===== config.mk =====
export PLATFORM = sky130hd
export DESIGN_NAME = cla_seq_adder
export DESIGN_NICKNAME = d
export VERILOG_FILES = /design/src/rtl/cla_seq_adder.sv
export SDC_FILE = /design/constraint.sdc
export NUM_CORES = 1
export LEC_CHECK = 0
export ABC_AREA = 1
export CORE_MARGIN = 10
export CORE_UTILIZATION = 40
export CTS_BUF_LIST = sky130_fd_sc_hd__clkbuf_8
export CTS_CLUSTER_DIAMETER = 150
export DETAILED_ROUTE_END_ITERATION = 16
export PLACE_DENSITY = 0.66
export REMOVE_ABC_BUFFERS = 1
export SLEW_MARGIN = 20
export SYNTH_ARGS = -nofsm -noshare
export SYNTH_HDL_FRONTEND = slang
export SYNTH_SLANG_ARGS = --single-unit

===== constraint.sdc =====
create_clock -name clk -period 34 [get_ports clk]
set_input_delay 6.8 -clock clk [delete_from_list [all_inputs] [get_ports clk]]
set_output_delay 6.8 -clock clk [all_outputs]
set_load 0.02 [all_outputs]

===== src/rtl/cla_seq_adder.sv =====
// Multi-cycle wide adder: a single CHUNK-wide carry-lookahead adder is reused once per cycle, LSB chunk first.
// Optional macro CLA_SEQ_SUB_EN adds the in_sub port (A-B computed as A + ~B + 1).

module cla_seq_adder_cla #(
    parameter int W = 32
) (
    input  logic [W-1:0] a_i,
    input  logic [W-1:0] b_i,
    input  logic         cin_i,
    output logic [W-1:0] sum_o,
    output logic         cout_o
);
    localparam int unsigned NG = W / 4;

    logic [W-1:0] g;
    logic [W-1:0] p;
    logic [W-1:0] c;
    logic [3:0]   gg;
    logic [3:0]   pp;
    logic         cg;

    assign g = a_i & b_i;
    assign p = a_i ^ b_i;

    // 4-bit lookahead groups; the group carry cg links consecutive groups
    always_comb begin
        c  = '0;
        gg = '0;
        pp = '0;
        cg = cin_i;
        for (int unsigned i = 0; i < NG; i++) begin
            gg = g[4*i +: 4];
            pp = p[4*i +: 4];
            c[4*i]   = cg;
            c[4*i+1] = gg[0] | (pp[0] & cg);
            c[4*i+2] = gg[1] | (pp[1] & gg[0]) | (pp[1] & pp[0] & cg);
            c[4*i+3] = gg[2] | (pp[2] & gg[1]) | (pp[2] & pp[1] & gg[0])
                     | (pp[2] & pp[1] & pp[0] & cg);
            cg = gg[3] | (pp[3] & gg[2]) | (pp[3] & pp[2] & gg[1])
               | (pp[3] & pp[2] & pp[1] & gg[0]) | ((&pp) & cg);
        end
    end

    assign sum_o  = p ^ c;
    assign cout_o = cg;
endmodule

module cla_seq_adder #(
    parameter int OP_WIDTH = 128,
    parameter int CHUNK    = 32
) (
    input  logic                clk,
    input  logic                rst,
    input  logic                in_valid,
    output logic                in_ready,
    input  logic [OP_WIDTH-1:0] in_a,
    input  logic [OP_WIDTH-1:0] in_b,
    input  logic                in_cin,
`ifdef CLA_SEQ_SUB_EN
    input  logic                in_sub,
`endif
    output logic                out_valid,
    input  logic                out_ready,
    output logic [OP_WIDTH-1:0] out_sum,
    output logic                out_cout,
    output logic                busy
);
    localparam int NCHUNK = OP_WIDTH / CHUNK;
    localparam int IDXW   = (NCHUNK > 1) ? $clog2(NCHUNK) : 1;
    localparam logic [IDXW-1:0] LAST_IDX = IDXW'(NCHUNK - 1);

    typedef enum logic [1:0] {
        S_IDLE,
        S_RUN,
        S_DONE
    } state_t;

    state_t                state_q;
    logic [IDXW-1:0]       idx_q;
    logic                  carry_q;
    logic [OP_WIDTH-1:0]   a_q;
    logic [OP_WIDTH-1:0]   b_q;
    logic [OP_WIDTH-1:0]   sum_q;
    logic                  in_ready_q;
    logic                  out_valid_q;
    logic                  busy_q;

    logic [OP_WIDTH-1:0]   b_d;
    logic                  carry_d;
    logic [CHUNK-1:0]      chunk_sum;
    logic                  chunk_cout;

`ifdef CLA_SEQ_SUB_EN
    always_comb begin
        b_d     = in_sub ? ~in_b : in_b;
        carry_d = in_sub ? 1'b1 : in_cin;
    end
`else
    always_comb begin
        b_d     = in_b;
        carry_d = in_cin;
    end
`endif

    cla_seq_adder_cla #(
        .W (CHUNK)
    ) u_cla (
        .a_i    (a_q[idx_q*CHUNK +: CHUNK]),
        .b_i    (b_q[idx_q*CHUNK +: CHUNK]),
        .cin_i  (carry_q),
        .sum_o  (chunk_sum),
        .cout_o (chunk_cout)
    );

    always_ff @(posedge clk or posedge rst) begin
        if (rst) begin
            state_q     <= S_IDLE;
            idx_q       <= '0;
            carry_q     <= 1'b0;
            a_q         <= '0;
            b_q         <= '0;
            sum_q       <= '0;
            in_ready_q  <= 1'b1;
            out_valid_q <= 1'b0;
            busy_q      <= 1'b0;
        end else begin
            unique case (state_q)
                S_IDLE: begin
                    if (in_valid) begin
                        a_q        <= in_a;
                        b_q        <= b_d;
                        carry_q    <= carry_d;
                        idx_q      <= '0;
                        state_q    <= S_RUN;
                        in_ready_q <= 1'b0;
                        busy_q     <= 1'b1;
                    end
                end
                S_RUN: begin
                    sum_q[idx_q*CHUNK +: CHUNK] <= chunk_sum;
                    carry_q                     <= chunk_cout;
                    if (idx_q == LAST_IDX) begin
                        state_q     <= S_DONE;
                        out_valid_q <= 1'b1;
                    end else begin
                        idx_q <= idx_q + 1'b1;
                    end
                end
                S_DONE: begin
                    // in_valid is deliberately ignored here; acceptance waits for IDLE
                    if (out_ready) begin
                        state_q     <= S_IDLE;
                        out_valid_q <= 1'b0;
                        in_ready_q  <= 1'b1;
                        busy_q      <= 1'b0;
                    end
                end
                default: state_q <= S_IDLE;
            endcase
        end
    end

    assign in_ready  = in_ready_q;
    assign out_valid = out_valid_q;
    assign out_sum   = sum_q;
    assign out_cout  = carry_q;
    assign busy      = busy_q;
endmodule

* Yosys cells after proc, flatten, opt, wreduce, memory -nomap -nowiden
Cells that the tools add are included.
** Operators by class
- Shift-type cells :: 4
- Equal/unequal tests :: 7
- Bitwise logic cells :: 203
- $add $sub $neg :: 2
- Reductions and logical operators :: 18
- Muxes and demuxes :: 18
** Operator list (count)
- $shiftx 128x8->32 :: 2
- $bwmux 128 :: 1
- $shift 32x34->128 const A :: 1
- $shiftx 32x34->128 :: 1
- $and 1x1->1 :: 120
- $or 1x1->1 :: 80
- $xor 32x32->32 :: 2
- $neg 7->34 :: 1
- $and 32x32->32 :: 1
- $reduce_and 4->1 :: 8
- $reduce_and 3->1 :: 4
- $mux 2 :: 5
- $ne 2x2->1 const B :: 4
- $pmux 1 s2 :: 4
- $mux 1 :: 6
- $pmux 2 s3 :: 1
- $reduce_bool 2->1 :: 3
- $eq 2x2->1 const B :: 2
- $pmux 2 s2 :: 1
- $reduce_and 2->1 :: 2
- $add 2x1->2 const B :: 1
- $eq 2x1->1 const B :: 1
- $logic_not 2->1 :: 1
** Word-level totals
- Output and inout bits :: 132
- Logic and storage cells :: 261
- Flip-flop bits (word level) :: 392

* Depth between registers and ports, before layout
- Word-level depth :: 24
- Mapped depth :: 28
- Gate-level depth less buffers :: 26

* Cells and area by module
Synthesis repeated with hierarchy kept, for this count alone.
** Second synthesis, totals
- Cell total of the unflattened synthesis :: 2342
- Area, all modules :: 18824.3 µm²
** By module, submodules not included
- cla_seq_adder :: area an instance 17444.2 µm², times used 1, cells each 2160
- cla_seq_adder_cla :: area an instance 1380.1 µm², times used 1, cells each 182

* Worst setup path after synthesis
No wires, ideal clock.
- Kind :: input port to flip-flop
- From :: input port in_valid
- To :: register a_q[60]
- Required time :: 33934 ps
- Data arrival time :: 7718 ps
- Setup slack :: 26216 ps
- Stages :: 6
- Cells stage by stage :: nand2_1 > inv_1 > clkbuf_1 > buf_1 > nand2_1 > nand2_1
** On the way
- Cells in the longest elaborated chain, start to end :: 1
** RTL lines
- from (decl) :: line 54 : input logic in_valid,
- $reduce_and 2->1 (no line)
- to (signal assigned) :: line 130 : a_q <= in_a;
- to (decl) :: line 81 : logic [OP_WIDTH-1:0] a_q;
No other way between the ends.
A chain may end at the register's enable or synchronous reset.

==> impl_metrics.prom <==
# TYPE chip_impl_metric gauge
chip_impl_info{name="status",value="finished clean"} 1
chip_impl_info{name="synth_ff_type",value="dfrtp_1"} 1
chip_impl_metric{name="power.leakage",unit="nW"} 11.6
chip_impl_metric{name="gp_congestion",unit=""} 0.854
chip_impl_metric{name="grt_max_degree",unit=""} 169
chip_impl_metric{name="routed_wirelength",unit="microns"} 61500
chip_impl_info{name="worstSetupStartpointType",value="input pin"} 1
chip_impl_metric{name="route.vias.total",unit=""} 16039
chip_impl_metric{name="die-area",unit="sq um"} 53300
chip_impl_metric{name="cts_max_level",unit=""} 3
chip_impl_metric{name="synth-async-reset-ratio",unit=""} 1.00
chip_impl_metric{name="whs_path_depth",unit=""} 2
chip_impl_metric{name="quantity_of_hold_fixing_buffers_added_after_cts",unit=""} 0
chip_impl_metric{name="floorplan_row_count",unit=""} 77
chip_impl_metric{name="power.density_cell_area",unit="nW/um^2"} 111
chip_impl_info{name="post_synth_main_area_contributors",value="dfrtp_1 55%, nand2_1 21%, o21ai_0 5.5%"} 1
chip_impl_metric{name="route.detailed.vias_per_inst",unit=""} 5.09
chip_impl_metric{name="remaining_drc_errors",unit=""} 0
chip_impl_metric{name="number_of_nets_still_failing_antenna_checks_after_routing",unit=""} 0
chip_impl_metric{name="finalWorstPathRequiredPeriod",unit="ns"} 9.18
chip_impl_metric{name="fin_area",unit="sq um"} 23600
chip_impl_metric{name="number_of_cts_inserted_buffers",unit=""} 71
chip_impl_metric{name="drt_pass1_iterations",unit=""} 5
chip_impl_metric{name="synth_seq_cells",unit=""} 392
chip_impl_metric{name="drive_above_1_share",unit=""} 0.0650
chip_impl_metric{name="starting_density_of_the_core",unit=""} 0.403
chip_impl_info{name="synth.largest_area_cell",value="dfrtp_1"} 1
chip_impl_metric{name="numClockSinks",unit=""} 392
chip_impl_metric{name="dieHeight",unit="microns"} 231
chip_impl_metric{name="syn_area_per_cell",unit="sq um"} 8.28
chip_impl_metric{name="grt_pass1_wl",unit="microns"} 95100
chip_impl_metric{name="worst_relative_slew_slack",unit=""} 0.304
chip_impl_metric{name="setup_tns",unit="ns"} 0
chip_impl_info{name="regToRegEndpoint",value="out_sum[13]$_DFFE_PP0P_"} 1
chip_impl_metric{name="synth-edff-count",unit=""} 0
chip_impl_info{name="category_of_the_worst_setup_path_capture_point",value="async pin"} 1
chip_impl_info{name="worstHoldStart",value="in_ready$_DFFE_PP1P_"} 1
chip_impl_metric{name="drv_slew",unit=""} 0
chip_impl_metric{name="final_layout_net_count",unit=""} 2812
chip_impl_metric{name="port-buffer-count",unit=""} 392
chip_impl_metric{name="synthToLayoutAreaGrowth",unit="%"} 32.6
chip_impl_metric{name="post-synth-top-area-fraction",unit=""} 0.550
chip_impl_metric{name="grt_antenna_before_repair",unit=""} 9
chip_impl_metric{name="data_arrival_time_of_the_critical_path",unit="ns"} 9.68
chip_impl_metric{name="finalClockSkew",unit="ns"} 0.0341
chip_impl_metric{name="place_inst",unit=""} 3024
chip_impl_info{name="ys_top_cells_by_count",value="972 x nand2_1, 391 x dfrtp_1, 194 x o21ai_0"} 1
chip_impl_metric{name="stdcell_count",unit=""} 3149
chip_impl_metric{name="clkTransAtPathRegs",unit="ns"} 0.06
chip_impl_metric{name="insertion_delay",unit="ns"} 0.64
chip_impl_metric{name="layout_worst_path_cycle_share",unit=""} 0.270
chip_impl_metric{name="longest_clk_path_bufs",unit=""} 3
chip_impl_metric{name="post-cts-setup-buffers",unit=""} 0
chip_impl_metric{name="synth.distinct_cells",unit=""} 36
chip_impl_metric{name="grt_pass1_vias",unit=""} 16727
chip_impl_metric{name="worst_pin_slew",unit="ns"} 1.04
chip_impl_info{name="worstSetupPathType",value="in2async"} 1
chip_impl_metric{name="reg2reg_depth",unit=""} 7
chip_impl_metric{name="grtUsageTotal",unit=""} 0.227
chip_impl_info{name="synth_most_common_cell",value="nand2_1"} 1
chip_impl_info{name="cts_tree",value="done"} 1
chip_impl_info{name="hold-path-endpoint",value="in_ready$_DFFE_PP1P_"} 1
chip_impl_metric{name="ioPinCount",unit=""} 393
chip_impl_metric{name="place_hpwl",unit="microns"} 41200
chip_impl_metric{name="synth_cells",unit=""} 2150
chip_impl_metric{name="die_w",unit="microns"} 231
chip_impl_info{name="min_path_type",value="reg2reg"} 1
chip_impl_metric{name="netlist_area",unit="sq um"} 17800
chip_impl_metric{name="cts-resized-gates",unit=""} 0
chip_impl_metric{name="fmaxAchievable",unit="MHz"} 109
chip_impl_info{name="cts-root-buf",value="clkbuf_8"} 1
chip_impl_metric{name="finalHoldViolations",unit=""} 0
chip_impl_metric{name="fillCellCount",unit=""} 4152
chip_impl_metric{name="critical_path_peak_fanout",unit=""} 99
chip_impl_metric{name="placeableCoreArea",unit="sq um"} 44100
chip_impl_metric{name="grt_remaining_overflow",unit=""} 0
chip_impl_metric{name="rrSetupSlack",unit="ns"} 28.03
chip_impl_metric{name="post_drt_wl_per_cell",unit="microns"} 19.5
chip_impl_metric{name="detail_route.iter0.violations",unit=""} 1332
chip_impl_info{name="grt_setup_unrepaired",value="no"} 1
chip_impl_metric{name="final-setup-viol-count",unit=""} 0
chip_impl_info{name="worstReg2RegStart",value="idx_q[0]$_DFFE_PP0P_"} 1
chip_impl_metric{name="synth-warning-count",unit=""} 0
chip_impl_metric{name="ir_worst_vdd",unit="uV"} 71.1
chip_impl_metric{name="yosysSeqAreaShare",unit=""} 0.551
chip_impl_metric{name="dpl-instance-area",unit="sq um"} 22200
chip_impl_metric{name="cap_viol_max_count",unit=""} 0
chip_impl_metric{name="cp_data_required_time",unit="ns"} 34.50
-- routing by layer --
metal / vias to the layer above / GRT usage / part of all wire
met2: 531 / 0.363 / 0.46
met4: 18 / 0.0798 / 0.031
li1: 7623 / - / -
met1: 7742 / 0.278 / 0.42
met3: 125 / 0.0830 / 0.085
met5: - / 0 / 0.0019
-- report_power, final --
part / leakage, nW / internal (mW) / switching, mW
sequential: 5.02 / 0.669 / 0.124
combinational: 5.73 / 0.493 / 0.886
clock: 0.815 / 0.250 / 0.200
total: 11.6 / 1.41 / 1.21
-- critical path, cell delays in order --
cell	delay [ns]
clkdlybuf4s50_1	0.49
inv_8	0.49
buf_4	0.84
buf_4	0.88
-- how the worst max path moves through the flow --
stage / cells after the start / endpoint / slack, ns / start
after floorplan: 1 / a_q[0]$_DFFE_PP0P_ / 16.30 / rst
after global placement: 4 / idx_q[0]$_DFFE_PP0P_ / 24.05 / rst
after detailed placement: 4 / idx_q[0]$_DFFE_PP0P_ / 23.96 / rst
after CTS: 4 / idx_q[0]$_DFFE_PP0P_ / 24.69 / rst
after global routing: 4 / idx_q[0]$_DFFE_PP0P_ / 24.38 / rst
final: 4 / idx_q[0]$_DFFE_PP0P_ / 24.82 / rst
-- layout make-up --
cell class | count | area, sq um | share of cell area
Multi-Input combinational cell | 1589 | 7380 | 0.313
Tap cell | 592 | 741 | 0.0314
Sequential cell | 392 | 9820 | 0.416
Clock buffer | 89 | 1220 | 0.0519
Clock inverter | 34 | 199 | 0.00843
Timing Repair Buffer | 410 | 4060 | 0.172
Antenna cell | 2 | 5.00 | 0.000212
Inverter | 41 | 171 | 0.00726
-- logic make-up (layout without fill, tap and decap cells) --
family | after synthesis | in the layout | share of synthesized area
XOR/XNOR | 12 | 12 | 0.00633
flip-flops | 392 | 392 | 0.551
AO/OA/AOI/OAI | 325 | 325 | 0.105
buffers and inverters | 169 | 574 | 0.0358
AND/OR/NAND/NOR | 1206 | 1206 | 0.266
adder cells (fa/ha/maj) | 46 | 46 | 0.0357
other | 0 | 2 | 0
-- sequential cells by signal (all words and copies together) (netlist names) --
name and cells:
out_sum 128, out_cout 1, in_ready 1, out_valid 1, a_q 128, b_q 128
state_q 2, busy 1, idx_q 2
-- stage by stage --
step / setup WS, ns / hold slack [ns] / power (mW) / utilization
2_1_floorplan: 16.30 / 0.444 / 1.69 / -
3_3_place_gp: 24.05 / 0.457 / 2.14 / 0.502
3_5_place_dp: 23.96 / 0.460 / 2.18 / 0.502
4_1_cts: 24.69 / 0.470 / 2.64 / 0.535
5_1_grt: 24.38 / 0.486 / 2.84 / 0.535
6_report: 24.82 / 0.470 / 2.62 / 0.535
-- cells in the final DEF (no fill, tap or decap), types with 9 or more instances in the layout --
cell type and instances:
ha_1 37, a22o_1 27, nand2_2 15, o21ai_0 194, clkdlybuf4s50_1 392, a21oi_1 17
dfrtp_1 389, buf_4 18, o22ai_1 61, nand2_1 967, inv_1 58, nand2_4 10
nand3_1 27, clkbuf_8 89, nand4_1 10, nor2_1 163, o21ai_1 9
Power figures use the tool's default switching activity.
